`src/rtl/uart_pkg.sv`:
```
// uart_pkg: shared receiver FSM states and oversampling constants
package uart_pkg;
  typedef enum logic [2:0] {IDLE, START, DATA, STOP, BREAK} state_e;
  localparam int OVERSAMPLE = 16;
  localparam logic [3:0] MID_TICK = 4'd7;
  localparam logic [3:0] END_TICK = 4'(OVERSAMPLE - 1);
endpackage

```
`src/rtl/uart_rx_if.sv`:
```
// uart_rx_if: serial line plus CPU-side holding register handshake
interface uart_rx_if;
  logic rx;
  logic ack;
  logic clr_err;
  logic [7:0] rdata;
  logic valid;
  logic frame_err;
  logic overrun;
  modport master(output rx, ack, clr_err, input rdata, valid, frame_err, overrun);
  modport slave(input rx, ack, clr_err, output rdata, valid, frame_err, overrun);
endinterface

```
`src/rtl/uart_tick_gen.sv`:
```
// uart_tick_gen: divide-by-DIV prescaler producing one-cycle oversample ticks
module uart_tick_gen #(
  parameter int DIV = 27
) (
  input  logic clk,
  input  logic reset,
  input  logic restart_i,
  output logic tick_o
);
  localparam int W = DIV > 1 ? $clog2(DIV) : 1;
  logic [W-1:0] cnt_q;
  always_ff @(posedge clk or posedge reset)
    if (reset) cnt_q <= '0;
    else cnt_q <= (restart_i || cnt_q == W'(DIV - 1)) ? '0 : cnt_q + 1'b1;
  assign tick_o = cnt_q == W'(DIV - 1);
endmodule

```
`src/rtl/uart_rx.sv`:
```
// uart_rx: 8N1 16x-oversampled serial receiver with holding byte and sticky error flags
module uart_rx
  import uart_pkg::*;
#(
  parameter int DIV = 27
) (
  input logic clk,
  input logic reset,
  uart_rx_if.slave bus
);
  logic [1:0] sync_q;
  logic rxs;
  state_e state_q;
  logic [3:0] tcnt_q;
  logic [2:0] bcnt_q;
  logic [7:0] shift_q;
  logic [7:0] rdata_q;
  logic valid_q;
  logic ferr_q;
  logic ovr_q;
  logic tick;
  logic restart;
  logic stop_tick;
  logic deliver;
  logic ferr_set;
  assign rxs = sync_q[1];
  assign restart = state_q == IDLE && !rxs;
  assign stop_tick = state_q == STOP && tick && tcnt_q == END_TICK;
  assign deliver = stop_tick && rxs;
  assign ferr_set = stop_tick && !rxs;
  uart_tick_gen #(.DIV(DIV)) u_tick (
    .clk(clk),
    .reset(reset),
    .restart_i(restart),
    .tick_o(tick)
  );
  always_ff @(posedge clk or posedge reset)
    if (reset) begin
      sync_q <= 2'b11;
      state_q <= IDLE;
      tcnt_q <= '0;
      bcnt_q <= '0;
      shift_q <= '0;
      rdata_q <= '0;
      valid_q <= 1'b0;
      ferr_q <= 1'b0;
      ovr_q <= 1'b0;
    end else begin
      sync_q <= {sync_q[0], bus.rx};
      // an ack in the delivery cycle frees the holding register for the new byte
      if (deliver && (!valid_q || bus.ack)) begin
        rdata_q <= shift_q;
        valid_q <= 1'b1;
      end else if (bus.ack) valid_q <= 1'b0;
      ovr_q <= (deliver && valid_q && !bus.ack) ? 1'b1 : (bus.clr_err ? 1'b0 : ovr_q);
      ferr_q <= ferr_set ? 1'b1 : (bus.clr_err ? 1'b0 : ferr_q);
      case (state_q)
        IDLE: if (!rxs) begin
          state_q <= START;
          tcnt_q <= '0;
        end
        START: if (tick) begin
          if (tcnt_q == MID_TICK) begin
            state_q <= rxs ? IDLE : DATA;
            tcnt_q <= '0;
            bcnt_q <= '0;
          end else tcnt_q <= tcnt_q + 1'b1;
        end
        DATA: if (tick) begin
          tcnt_q <= tcnt_q + 1'b1;
          if (tcnt_q == END_TICK) begin
            shift_q <= {rxs, shift_q[7:1]};
            bcnt_q <= bcnt_q + 1'b1;
            if (bcnt_q == 3'd7) state_q <= STOP;
          end
        end
        STOP: if (tick) begin
          tcnt_q <= tcnt_q + 1'b1;
          if (tcnt_q == END_TICK) state_q <= rxs ? IDLE : BREAK;
        end
        BREAK: if (rxs) state_q <= IDLE;
        default: state_q <= IDLE;
      endcase
    end
  assign bus.rdata = rdata_q;
  assign bus.valid = valid_q;
  assign bus.frame_err = ferr_q;
  assign bus.overrun = ovr_q;
endmodule

```
`src/flat_wrapper.sv`:
```
// flat-port wrapper written by rule: the top's interface ports become plain ports
module uart_rx_flat import uart_pkg::*;
#(
  parameter int DIV = 27
)
  (clk, reset, bus_rx, bus_ack, bus_clr_err, bus_rdata, bus_valid, bus_frame_err, bus_overrun);
  uart_rx_if bus_i ();
  input logic clk;
  input logic reset;
  input wire logic [$bits(bus_i.rx)-1:0] bus_rx;
  input wire logic [$bits(bus_i.ack)-1:0] bus_ack;
  input wire logic [$bits(bus_i.clr_err)-1:0] bus_clr_err;
  output wire logic [$bits(bus_i.rdata)-1:0] bus_rdata;
  output wire logic [$bits(bus_i.valid)-1:0] bus_valid;
  output wire logic [$bits(bus_i.frame_err)-1:0] bus_frame_err;
  output wire logic [$bits(bus_i.overrun)-1:0] bus_overrun;
  assign bus_i.rx = bus_rx;
  assign bus_i.ack = bus_ack;
  assign bus_i.clr_err = bus_clr_err;
  assign bus_rdata = bus_i.rdata;
  assign bus_valid = bus_i.valid;
  assign bus_frame_err = bus_i.frame_err;
  assign bus_overrun = bus_i.overrun;
  uart_rx #(.DIV(DIV)) u_core (.clk(clk), .reset(reset), .bus(bus_i));
endmodule
```
`config.mk`:
```
export PLATFORM = sky130hd
export DESIGN_NAME = uart_rx_flat
export DESIGN_NICKNAME = d
export VERILOG_FILES = /design/src/rtl/uart_pkg.sv /design/src/rtl/uart_rx_if.sv /design/src/rtl/uart_tick_gen.sv /design/src/rtl/uart_rx.sv /design/src/flat_wrapper.sv
export SDC_FILE = /design/constraint.sdc
export NUM_CORES = 1
export LEC_CHECK = 0
export ABC_AREA = 0
export ABC_CLOCK_PERIOD_IN_PS = 1600
export BUFFER_PORTS_ARGS = -buffer_cell sky130_fd_sc_hd__buf_4
export CAP_MARGIN = 20
export CORE_ASPECT_RATIO = 1.75
export CORE_UTILIZATION = 50
export DETAILED_ROUTE_END_ITERATION = 10
export PLACE_DENSITY_LB_ADDON = 0.15
export SYNTH_ARGS = -nofsm -noshare
export SYNTH_HDL_FRONTEND = slang
export SYNTH_SLANG_ARGS = --single-unit
export TNS_END_PERCENT = 100
```
`constraint.sdc`:
```
create_clock -name clk -period 1.6 [get_ports clk]
set_input_delay 0.08 -clock clk [delete_from_list [all_inputs] [get_ports clk]]
set_output_delay 0.08 -clock clk [all_outputs]
set_load 0.05 [all_outputs]
```
==> impl_metrics.json <==
{
  "endpoint_class_of_the_critical_path": "register",
  "p_leak_nw": 1.08,
  "startpoint": "u_core.u_tick.cnt_q[0]$_DFF_PP0_",
  "first_global_vias": 1259,
  "route.detailed.drc": 0,
  "ff2ff_setup_slack_ns": -0.13,
  "syn2layout_area_growth_pct": 35.4,
  "startpoint_type": "register",
  "syn_area_per_cell_um2": 12.4,
  "vias_per_cell": 5.54,
  "synth-async-reset-ratio_pct": 100,
  "yosys_warnings": 0,
  "tritoncts": "yes",
  "hpwlAfterDp_mm": 2.36,
  "synthFlopType": "dfrtp_1",
  "gr-usage-all-layers_pct": 22.4,
  "r2r_end": "u_core.shift_q[1]$_DFFE_PP0P_",
  "maximum_number_of_pins_on_one_net_before_global_route_repair": 37,
  "placedInstanceArea_um2": 1960,
  "timing.setup.critical_path_class": "register to register",
  "number_of_synthesized_flops_with_an_enable_pin": 0,
  "fp.coreArea_um2": 3180,
  "synth_fp_nets": 146,
  "pin_count": 16,
  "ys_seq_elements": 36,
  "syn_inst": 136,
  "num-nets-final": 188,
  "min_cycle_time_layout_ns": 1.73,
  "timing.final.crit_share_pct": 108,
  "drtIter0Drc": 50,
  "finalClockSkew_ns": 0.00466,
  "drt-wirelength-per-cell_um": 16.0,
  "min_path_type": "input port to register",
  "max_freq_mhz": 577,
  "clkSlewWorstSetupHoldPaths_ns": 0.07,
  "worst_r2r_path_depth": 6,
  "drt_first_pass_iters": 4,
  "clock_buffer_depth": 2,
  "report.final.hold_viol_count": 0,
  "vdd_ir_drop_max_uv": 715,
  "fp-row-count": 27,
  "timing.critical_path.fanout_max": 8,
  "arrival_ns": 1.89,
  "grt_pass1_wl_mm": 5.90,
  "worst_r2r_startpoint": "u_core.u_tick.cnt_q[0]$_DFF_PP0_",
  "initial_utilization_pct": 53.1,
  "final-setup-viol-count": 25,
  "outcome": "finished, violations left",
  "drive_gt1_share_pct": 46.9,
  "dieWidth_um": 45.9,
  "port_buffers": 15,
  "globalRoute.totalOverflow": 0,
  "cts_buffer_count": 5,
  "violations": "setup timing",
  "cp_data_required_time_ns": 1.76,
  "layout_commonest_cell": "dfrtp_1",
  "cellPowerDensity_nw_per_um2": 709,
  "route.final.wire_length_mm": 3.55,
  "die-area_um2": 3620,
  "mapped_cell_area_um2": 1690,
  "die_height_um": 78.8,
  "slew_headroom_pct": 70.3,
  "initial_antenna_violation_count": 0,
  "place_congestion": 0.820,
  "final_max_slew_viol_count": 0,
  "final.fill_count": 232,
  "layout_common_cells": "dfrtp_1, buf_4, nor2_1",
  "holdWs_ns": 0.119,
  "number_of_sinks_on_the_clock_net": 36,
  "cts_htree_levels": 2,
  "cp-endpoint": "u_core.shift_q[1]$_DFFE_PP0P_",
  "post_placement_setup_slack_ns": -0.177,
  "synth.lib_cells_used.distinct": 41,
  "synth_seq_area_share_pct": 53.6,
  "ant_nets": 0,
  "clock_tree.root_cell": "clkbuf_8",
  "worstMarginPinSlew_ns": 0.446,
  "antenna_cells_inserted": 0,
  "design_area_um2": 2280,
  "fin_setup_tns_ns": -2.45,
  "maxCapViolations": 0,
  "setup_ws_ns": -0.133,
  "num_vias": 1229,
  "clkLatencyLatePin_ns": 0.28,
  "grt_setup_unrepaired": "yes"
}
final cells by class:
type / instances / area, µm² / area share [%]
tap: 43 / 53.8 / 2.36
clock buffer: 6 / 82.6 / 3.62
timing repair buffer: 39 / 324 / 14.2
multi-input combinational: 88 / 875 / 38.3
sequential: 36 / 903 / 39.6
inverter: 8 / 30.0 / 1.32
clock inverter: 2 / 15.0 / 0.658
sequential cells by signal, indices dropped and copies added, names as in the netlist:
signal	cells
u_core.bcnt_q	3
u_core.bus.overrun	1
u_core.tcnt_q	4
u_core.sync_q	2
u_core.state_q	3
u_core.bus.rdata	8
u_core.shift_q	8
u_core.bus.frame_err	1
u_core.bus.valid	1
u_core.u_tick.cnt_q	5
layer usage:
layer	vias to the layer above	track usage [%]	part of all wire, %
li1	587	-	-
met1	606	27.7	40
met2	32	38.2	56
met3	4	4.09	2.9
met4	0	6.47	0.87
met5	-	0	0
worst max-delay path: stages, from the launching register on:
cell and delay, ns:
dfrtp_1 0.38, inv_1 0.06, ha_2 0.20, and4b_4 0.28, and3_4 0.23, nand3b_4 0.15, mux2_2 0.31
worst min-delay path by stage:
stage / to / slack [ns] / cells after the start / startpoint
after floorplan: u_core.sync_q[0]$_DFF_PP1_ / 0.08 / 0 / bus_rx
after global placement: u_core.sync_q[0]$_DFF_PP1_ / 0.19 / 1 / bus_rx
after detailed placement: u_core.sync_q[0]$_DFF_PP1_ / 0.19 / 1 / bus_rx
after CTS: u_core.bus.valid$_DFFE_PP0P_ / 0.12 / 3 / bus_ack
after global routing: u_core.bus.valid$_DFFE_PP0P_ / 0.15 / 3 / bus_ack
final: u_core.bus.valid$_DFFE_PP0P_ / 0.12 / 3 / bus_ack
cells in the mapped netlist (all sizes together) (2+ instances only):
library cell | number | share of area [%]
or4 | 2 | 0.89
a31oi | 5 | 1.9
dfrtp | 34 | 50
nand4b | 2 | 1.9
a21oi | 3 | 0.89
nand3 | 3 | 0.89
clkbuf | 3 | 0.67
mux2 | 17 | 11
xor2 | 3 | 1.6
a221oi | 3 | 1.6
inv | 8 | 1.8
nand2 | 5 | 1.1
and3 | 2 | 1.0
o31ai | 5 | 2.2
dfstp | 2 | 3.1
o22ai | 3 | 1.1
ha | 5 | 3.7
nor2 | 11 | 2.9
nor4b | 2 | 1.4
where the power goes:
group | internal [mW] | switching [mW] | total [mW]
Clock | 0.348 | 0.316 | 0.664
Sequential | 0.914 | 0.00373 | 0.918
Combinational | 0.0139 | 0.0229 | 0.0368
Total | 1.28 | 0.342 | 1.62
timing repair:
action,4_1_cts,5_1_grt
cloned,0,0
setup endpoints to repair,24,26
hold buffers,3,0
buffers inserted,5,3
pin swaps,6,5
hold endpoints to repair,36,0
gates resized for setup,20,8
through the flow:
stage | util (%) | power [mW] | std cells
floorplan | - | 0.949 | 136
global placement | 61.9 | 0.965 | 205
detailed placement | 61.9 | 0.966 | 205
CTS | 70.6 | 1.64 | 221
global route | 71.9 | 1.68 | 222
finish | 71.9 | 1.62 | 222
cells by family (layout without fill, tap and decap cells):
logic type                 count (synthesis)  count (layout)  synth area share, %
adders and majority gates                  5               5                 3.71
xor gates and xnor gates                   4               4                 2.08
buffers and inverters                     12              55                 2.74
AOI/OAI and AO/OA                         24              24                 10.2
DFF                                       36              36                 53.6
muxes                                     18              18                 11.9
and+or+nand+nor                           37              37                 15.8
Note: power is estimated with default switching activity, not from simulation.
